==> src/rtl/mips_pkg.sv <==
// Shared MIPS register-file constants.
// Default widths and well-known register indices.
package mips_pkg;

    localparam int DATA_W_DEF = 32;
    localparam int ADDR_W_DEF = 5;

    localparam int REG_ZERO = 0;
    localparam int REG_S0   = 16;
    localparam int REG_RA   = 31;

endpackage

==> src/rtl/mips_reg_scoreboard.sv <==
// Per-register busy scoreboard for RAW hazard detection.
// Tracks in-flight results and a registered count of busy entries.
module mips_reg_scoreboard
    import mips_pkg::*;
#(
    parameter int ADDR_W = ADDR_W_DEF,
    parameter int DEPTH  = 2 ** ADDR_W
) (
    input  logic              clk,
    input  logic              rst_n,
    input  logic              wr_en,
    input  logic [ADDR_W-1:0] wr_addr,
    input  logic              res_en,
    input  logic [ADDR_W-1:0] res_addr,
    output logic [DEPTH-1:0]  busy,
    output logic [ADDR_W:0]   busy_cnt
);

    localparam logic [ADDR_W-1:0] ZERO_IDX = ADDR_W'(REG_ZERO);
    localparam logic [ADDR_W:0]   ONE      = (ADDR_W + 1)'(1);

    logic [DEPTH-1:0] busy_nxt;
    logic             res_hit;
    logic             wr_hit;
    logic             inc;
    logic             dec;

    assign res_hit = res_en && (res_addr != ZERO_IDX);
    assign wr_hit  = wr_en && (wr_addr != ZERO_IDX);

    // A reserve on an idle entry adds one; a write that really clears subtracts one.
    assign inc = res_hit && !busy[res_addr];
    assign dec = wr_hit && busy[wr_addr]
                 && !(res_hit && (res_addr == wr_addr));

    // Next busy vector: reserve beats a same-cycle write to the same index.
    always_comb begin
        busy_nxt = busy;
        for (int i = 1; i < DEPTH; i++) begin
            if (res_hit && (res_addr == ADDR_W'(i))) begin
                busy_nxt[i] = 1'b1;
            end else if (wr_hit && (wr_addr == ADDR_W'(i))) begin
                busy_nxt[i] = 1'b0;
            end
        end
        busy_nxt[0] = 1'b0;
    end

    // Busy vector register.
    always_ff @(posedge clk or negedge rst_n) begin
        if (!rst_n) begin
            busy <= '0;
        end else begin
            busy <= busy_nxt;
        end
    end

    // Running popcount, stepped by at most one per cycle.
    always_ff @(posedge clk or negedge rst_n) begin
        if (!rst_n) begin
            busy_cnt <= '0;
        end else begin
            case ({inc, dec})
                2'b10:   busy_cnt <= busy_cnt + ONE;
                2'b01:   busy_cnt <= busy_cnt - ONE;
                default: busy_cnt <= busy_cnt;
            endcase
        end
    end

endmodule

==> src/rtl/mips_regfile_sb.sv <==
// MIPS GPR file with write-to-read bypass, busy scoreboard and debug tap.
// Register 0 is hardwired to zero; reads are combinational.
module mips_regfile_sb
    import mips_pkg::*;
#(
    parameter int DATA_W  = DATA_W_DEF,
    parameter int ADDR_W  = ADDR_W_DEF,
    parameter int NUM_RD  = 2,
    parameter int DBG_REG = REG_S0
) (
    input  logic                           clk,
    input  logic                           rst_n,
    input  logic [NUM_RD-1:0][ADDR_W-1:0]  rd_addr,
    output logic [NUM_RD-1:0][DATA_W-1:0]  rd_data,
    output logic [NUM_RD-1:0]              rd_busy,
    input  logic                           wr_en,
    input  logic [ADDR_W-1:0]              wr_addr,
    input  logic [DATA_W-1:0]              wr_data,
    input  logic                           res_en,
    input  logic [ADDR_W-1:0]              res_addr,
    output logic [ADDR_W:0]                busy_cnt,
    output logic [DATA_W-1:0]              dbg_data
);

    localparam int                DEPTH    = 2 ** ADDR_W;
    localparam logic [ADDR_W-1:0] ZERO_IDX = ADDR_W'(REG_ZERO);
    localparam logic [ADDR_W-1:0] DBG_IDX  = ADDR_W'(DBG_REG);

    logic [DATA_W-1:0] regs [DEPTH];
    logic [DEPTH-1:0]  busy;
    logic              wr_hit;

    assign wr_hit = wr_en && (wr_addr != ZERO_IDX);

    // Storage: index 0 is never written so it stays at its reset value of 0.
    always_ff @(posedge clk or negedge rst_n) begin
        if (!rst_n) begin
            for (int i = 0; i < DEPTH; i++) begin
                regs[i] <= '0;
            end
        end else if (wr_hit) begin
            regs[wr_addr] <= wr_data;
        end
    end

    mips_reg_scoreboard #(
        .ADDR_W (ADDR_W),
        .DEPTH  (DEPTH)
    ) u_sb (
        .clk      (clk),
        .rst_n    (rst_n),
        .wr_en    (wr_en),
        .wr_addr  (wr_addr),
        .res_en   (res_en),
        .res_addr (res_addr),
        .busy     (busy),
        .busy_cnt (busy_cnt)
    );

    for (genvar k = 0; k < NUM_RD; k++) begin : g_rd
        logic byp;

        assign byp = wr_hit && (wr_addr == rd_addr[k]);

        // Read mux: zero register, then bypass, then storage.
        always_comb begin
            if (rd_addr[k] == ZERO_IDX) begin
                rd_data[k] = '0;
            end else if (byp) begin
                rd_data[k] = wr_data;
            end else begin
                rd_data[k] = regs[rd_addr[k]];
            end
        end

        // A completing write hides the hazard in its own cycle.
        assign rd_busy[k] = busy[rd_addr[k]] & ~byp;
    end

    assign dbg_data = regs[DBG_IDX];

endmodule

==> config.mk <==
export PLATFORM = sky130hd
export DESIGN_NAME = mips_regfile_sb
export DESIGN_NICKNAME = d
export VERILOG_FILES = /design/src/rtl/mips_pkg.sv /design/src/rtl/mips_reg_scoreboard.sv /design/src/rtl/mips_regfile_sb.sv
export SDC_FILE = /design/constraint.sdc
export NUM_CORES = 2
export LEC_CHECK = 0
export CAP_MARGIN = 5
export CORE_AREA = 2 2 565 286
export CTS_BUF_LIST = sky130_fd_sc_hd__clkbuf_4 sky130_fd_sc_hd__clkbuf_8
export DETAILED_ROUTE_END_ITERATION = 6
export DIE_AREA = 0 0 567 288
export PLACE_DENSITY_LB_ADDON = 0.08
export SKIP_CTS_REPAIR_TIMING = 1
export SYNTH_ARGS = -nofsm -noshare
export SYNTH_HDL_FRONTEND = slang
export SYNTH_SLANG_ARGS = --single-unit
==> constraint.sdc <==
create_clock -name clk -period 9.9 [get_ports clk]
set_input_delay 1.98 -clock clk [delete_from_list [all_inputs] [get_ports clk]]
set_output_delay 1.98 -clock clk [all_outputs]
set_load 0.01 [all_outputs]
---- Yosys cells after proc, flatten, opt, wreduce, memory -nomap -nowiden ----
Index checks and enable logic that the tools add are counted.
storage, ports and cells
  flip-flop bits (word level) ............. 1061
  bits of input ports ..................... 56
  word-level logic and storage cells ...... 341
cells by class
  $add $sub $neg .......................... 2
  $lt $le $gt $ge ......................... 8
  equality and inequality tests ........... 67
  mux-type cells .......................... 84
  bitwise operators ....................... 7
  reduce and logical (&&, ||, !) cells .... 109
operators by type and width
  operator                                                     count
  bitwise mux 1024 bit                                         1
  binary-select mux 32 bit (select 5 bit)                      2
  two-way mux 32 bit                                           9
  demux 32 bit (select 5 bit)                                  1
  == test 5 bit (second input constant)                        32
  == test 5 x 4 -> 1 bit (second input constant)               16
  logical AND 1 bit                                            71
  two-way mux 1 bit                                            66
  nonzero test 2 bit                                           32
  == test 5 x 3 -> 1 bit (second input constant)               8
  less-than comparator 5 x 6 -> 1 bit (second input constant)  4
  binary-select mux 1 bit (select 5 bit)                       4
  == test 5 x 2 -> 1 bit (second input constant)               4
  >= comparator 6 bit (second input constant)                  3
  inverter 5 -> 6 bit                                          3
  == test 5 bit                                                3
  case mux 6 bit (2 select lines)                              1
  == test 5 x 1 -> 1 bit (second input constant)               2
  logical NOT 5 bit                                            2
  nonzero test 5 bit                                           2
  adder 6 x 1 -> 6 bit (second input constant)                 1
  less-than comparator 6 x 1 -> 1 bit (second input constant)  1
  subtractor 6 x 1 -> 6 bit (second input constant)            1
  AND 1 bit                                                    2
  4 further kinds                                              6

---- Longest topological paths before layout ----
  depth after elaboration ................. 7
  gate-level depth with buffers ........... 15

---- By module ----
A second synthesis with hierarchy kept.
unflattened totals
  cell total of the unflattened synthesis .. 4346
  area total of the unflattened synthesis .. 59445.8 µm²
modules (own cells, without submodules)
  module               times used  cells each  area each (µm²)  sequential area each (µm²)
  mips_regfile_sb      1           4117        57113.5          25624.6
  mips_reg_scoreboard  1           229         2332.2           925.9

---- Least setup slack after synthesis ----
Ideal clock, no wire load.
  path kind ............................... input -> output
  start ................................... input rd_addr[0] (netlist name)
  end ..................................... output rd_data[9] (netlist name)
  data arrival time ....................... 3.721 ns
  path slack .............................. 4.199 ns
  stages on the path ...................... 6
  path through ............................ buf_4 buf_2 mux4_2 mux4_2 a22oi_1 o21ai_0
RTL lines
  item             line                   RTL
  start, declared  mips_regfile_sb.sv:13  input logic [NUM_RD-1:0][ADDR_W-1:0] rd_addr,
  end, declared    mips_regfile_sb.sv:14  output logic [NUM_RD-1:0][DATA_W-1:0] rd_data,

==> metrics.md <==
| Metric | Value |
|---|---|
| Status | `completed` |
| Vias | `37600` |
| Slowest Stage Delay on Critical Path | `around 0.74 ns` |
| Hold WS | `0.395 ns` |
| Reg2Reg Setup Slack | `6.22 ns` |
| Mapped Area | `0.0584 mm^2` |
| Cell area after layout | `around 0.065 mm^2` |
| Clk sinks | `1061` |
| Area contributors post-synth | `dfrtp_1 (45%), mux4_2 (20%), mux2_2 (19%)` |
| Post-Synthesis Cells | `4030` |
| Cell family with most CP delay | `simple AND/OR/NAND/NOR gates` |
| Vias in the first global route | `38600` |
| Cell mode on critical path | `clkdlybuf4s50_1` |
| Initial antenna violation count | `5` |
| Grt ovf | `0` |
| Slew headroom | `0.118` |
| Number of synthesized flops with an enable pin | `0` |
| ANT nets after route | `0` |
| Syn. warnings | `0` |
| Arrival time worst endpoint | `6.06 ns` |
| Vias per inst | `6.03` |
| Pin count of the biggest net entering global routing | `157` |
| Hold Crit Class | `reg2reg` |
| Layout Area Growth over Synthesis | `11.4%` |
| RSZ-0062 raised after global routing | `false` |
| Die area | `0.163 mm^2` |
| Final WL | `approximately 210 mm` |
| WP data required | `7.92 ns` |
| Ys flop type | `dfrtp_1` |
| Post-layout util | `0.409` |
| WL per Instance | `between 30 and 40 um` |
| FF+latch count, synth | `1061` |
| CP Buf/Inv Count | `3` |
| CTS tree | `yes` |
| Row count | `104` |
| Final Hold Violating Endpoints | `0` |
| Netlist cell types | `63` |
| Leakage | `between 20 and 30 nW` |
| Drt initial violations | `approximately 3600` |
| Slew Limit Fails | `0` |
| Reg clk slew, reported paths | `~0.060 ns` |
| Initial Util | `0.367` |
| Syn_nets | `around 4100` |
| Post-synth top area cell | `dfrtp_1` |
| IO buf count | `between 150 and 200` |
| Worst slew pin tran | `approximately 1.3 ns` |
| VDD IR max | `93.9 uV` |
| Period utilisation layout | `0.812` |
| Worst skew pair latency | `between 0.8 and 0.9 ns` |
| Clock Skews | `roughly 0.021 ns` |
| Post-Syn Area per Cell | `14.5 um^2` |
| First-pass GRT wire length | `305 mm` |
| Critical-path maximum fanout | `20` |
| Pwr Density | `199 mW/mm^2` |
| DRT Pass-1 Iters | `5` |
| Crit path launch type | `primary input` |
| CP cell instances | `clkdlybuf4s50_1 -> buf_4 -> or2_2 -> o41ai_2 -> nor4_4 -> nor2_2 -> nand3_1 -> o21ai_0 -> clkdlybuf4s50_1` |
| Crit path kind | `in2out` |
| FFs w/ async S/R, synth | `1.00` |
| Share of the synthesized area in the top cell type | `0.454` |
| Fmax | `124 MHz` |
| Ports | `160` |
| Nets | `between 4000 and 5000` |
| Share of post-route cells with drive strength above 1 | `0.478` |
| Die W | `567 um` |
| CTS max path bufs | `4` |
| HPWL Detailed | `119 mm` |
| Register area share after synthesis | `0.454` |
| Die Height | `288 um` |
| Critical path's slowest cell | `nor2_2` |
| Core Box Area | `0.159 mm^2` |
| Drc violations | `0` |
| Clock buffer count from CTS | `approximately 180` |
| Setup Viol. Count Final | `0` |
| Overall routing resource usage | `0.261` |
| Setup TNS | `0 ns` |
| Max-cap violations | `0` |
| Root Buffer Master | `clkbuf_8` |
| Placer congestion estimate | `0.770` |
| DP Area | `roughly 0.062 mm^2` |
| Final critical-path required period | `about 8 ns` |
| H-tree levels | `4` |
| CP endpoint kind | `output pin` |
## layout by cell type (no fill, tap or decap), types with 10 or more instances in the layout
cell type           n
a211oi_1           47
a21oi_1            43
a221o_1            15
a221oi_1           50
a22oi_1            50
a31oi_1            12
buf_12             18
buf_4              97
clkbuf_4           70
clkbuf_8          209
clkdlybuf4s50_1   148
clkinv_2           10
dfrtp_1          1061
inv_1              16
mux2_2            971
mux2i_1           184
mux4_2            522
nand2_1           155
nand2_4            11
nand2b_1           11
nand3_1            20
nor2_1             26
nor2_4             19
nor2b_1            48
nor3_1             16
o21ai_0           143
o21ai_1            16
xnor2_1            10
xor2_1             10
## state kept, by name (all words and copies together) (netlist names)
register	flops
u_sb.busy	31
u_sb.busy_cnt	6
dbg_data	32
regs	992
## power breakdown
group          switching, W  internal [W]  total (W)
Combinational       0.00124       0.00174    0.00298
Clock               0.00192       0.00221    0.00413
Sequential         0.000667       0.00517    0.00584
## kinds of logic after synthesis
family / count (synthesis) / synth area share
AOI/OAI and AO/OA: 426 / 0.0489
DFF: 1061 / 0.454
adders and majority gates: 6 / 0.00141
muxes: 1677 / 0.420
and+or+nand+nor: 342 / 0.0282
xor gates and xnor gates: 20 / 0.00300
buffers and inverters: 498 / 0.0441
## layer usage
layer	GRT usage	part of all wire
met4	0.0602	0.021
met1	0.400	0.49
met3	0.0643	0.072
met5	0	0
met2	0.370	0.42
## final timing paths
check | startpoint | to | cells past startpoint
setup / recovery | wr_addr[0] | rd_data[61] | 9
hold / removal | regs[1005] | regs[1005] | 0
setup reg to reg | u_sb.busy[8] | u_sb.busy_cnt[5] | 12
hold reg to reg | regs[1005] | regs[1005] | 0
max in group asynchronous | rst_n | regs[2] | 3
min in group asynchronous | rst_n | regs[1015] | 1
## Yosys cell counts (all sizes together), types with 2 or more instances
cell and n:
dfrtp 1061, mux2 971, mux4 522, clkbuf 242
buf 238, mux2i 184, nand2 166, o21ai 159
a221oi 54, nor2b 52, a22oi 50, a211oi 48
nor2 46, a21oi 43, nand3 21, inv 18
nor3 16, a221o 15, a31oi 12, nand2b 11
xnor2 10, xor2 10, a22o 9, a32oi 8
o22ai 8, nor4 6, a32o 5, ha 5
nor3b 5, a311oi 3, nand4b 3, a211o 2
a21o 2, and2 2, and3 2, and4b 2
nand3b 2, nand4 2, o211ai 2, o21bai 2
or2 2, or3 2
## stage by stage
| step | instances | setup WS [ns] | power (W) |
|---|---|---|---|
| floorplan | 4030 | 4.20 | 0.00782 |
| CTS | 6235 | 1.89 | 0.0130 |
| detailed placement | 5940 | 1.89 | 0.00887 |
| finish | 6239 | 1.86 | 0.0129 |
| global route | 6236 | 1.76 | 0.0136 |
| global placement | 5940 | 1.88 | 0.00883 |
## final cells by class
type | instances | area (um^2)
Clock inverter | 17 | 149
Multi-Input combinational cell | 2471 | 29600
Clock buffer | 278 | 3390
Inverter | 18 | 70.1
Tap cell | 2120 | 2650
Timing Repair Buffer | 270 | 2670
Fill cell | 14700 | 94100
Sequential cell | 1061 | 26600
Antenna cell | 4 | 10.0
No activity file was read; power rests on OpenSTA's default activity.
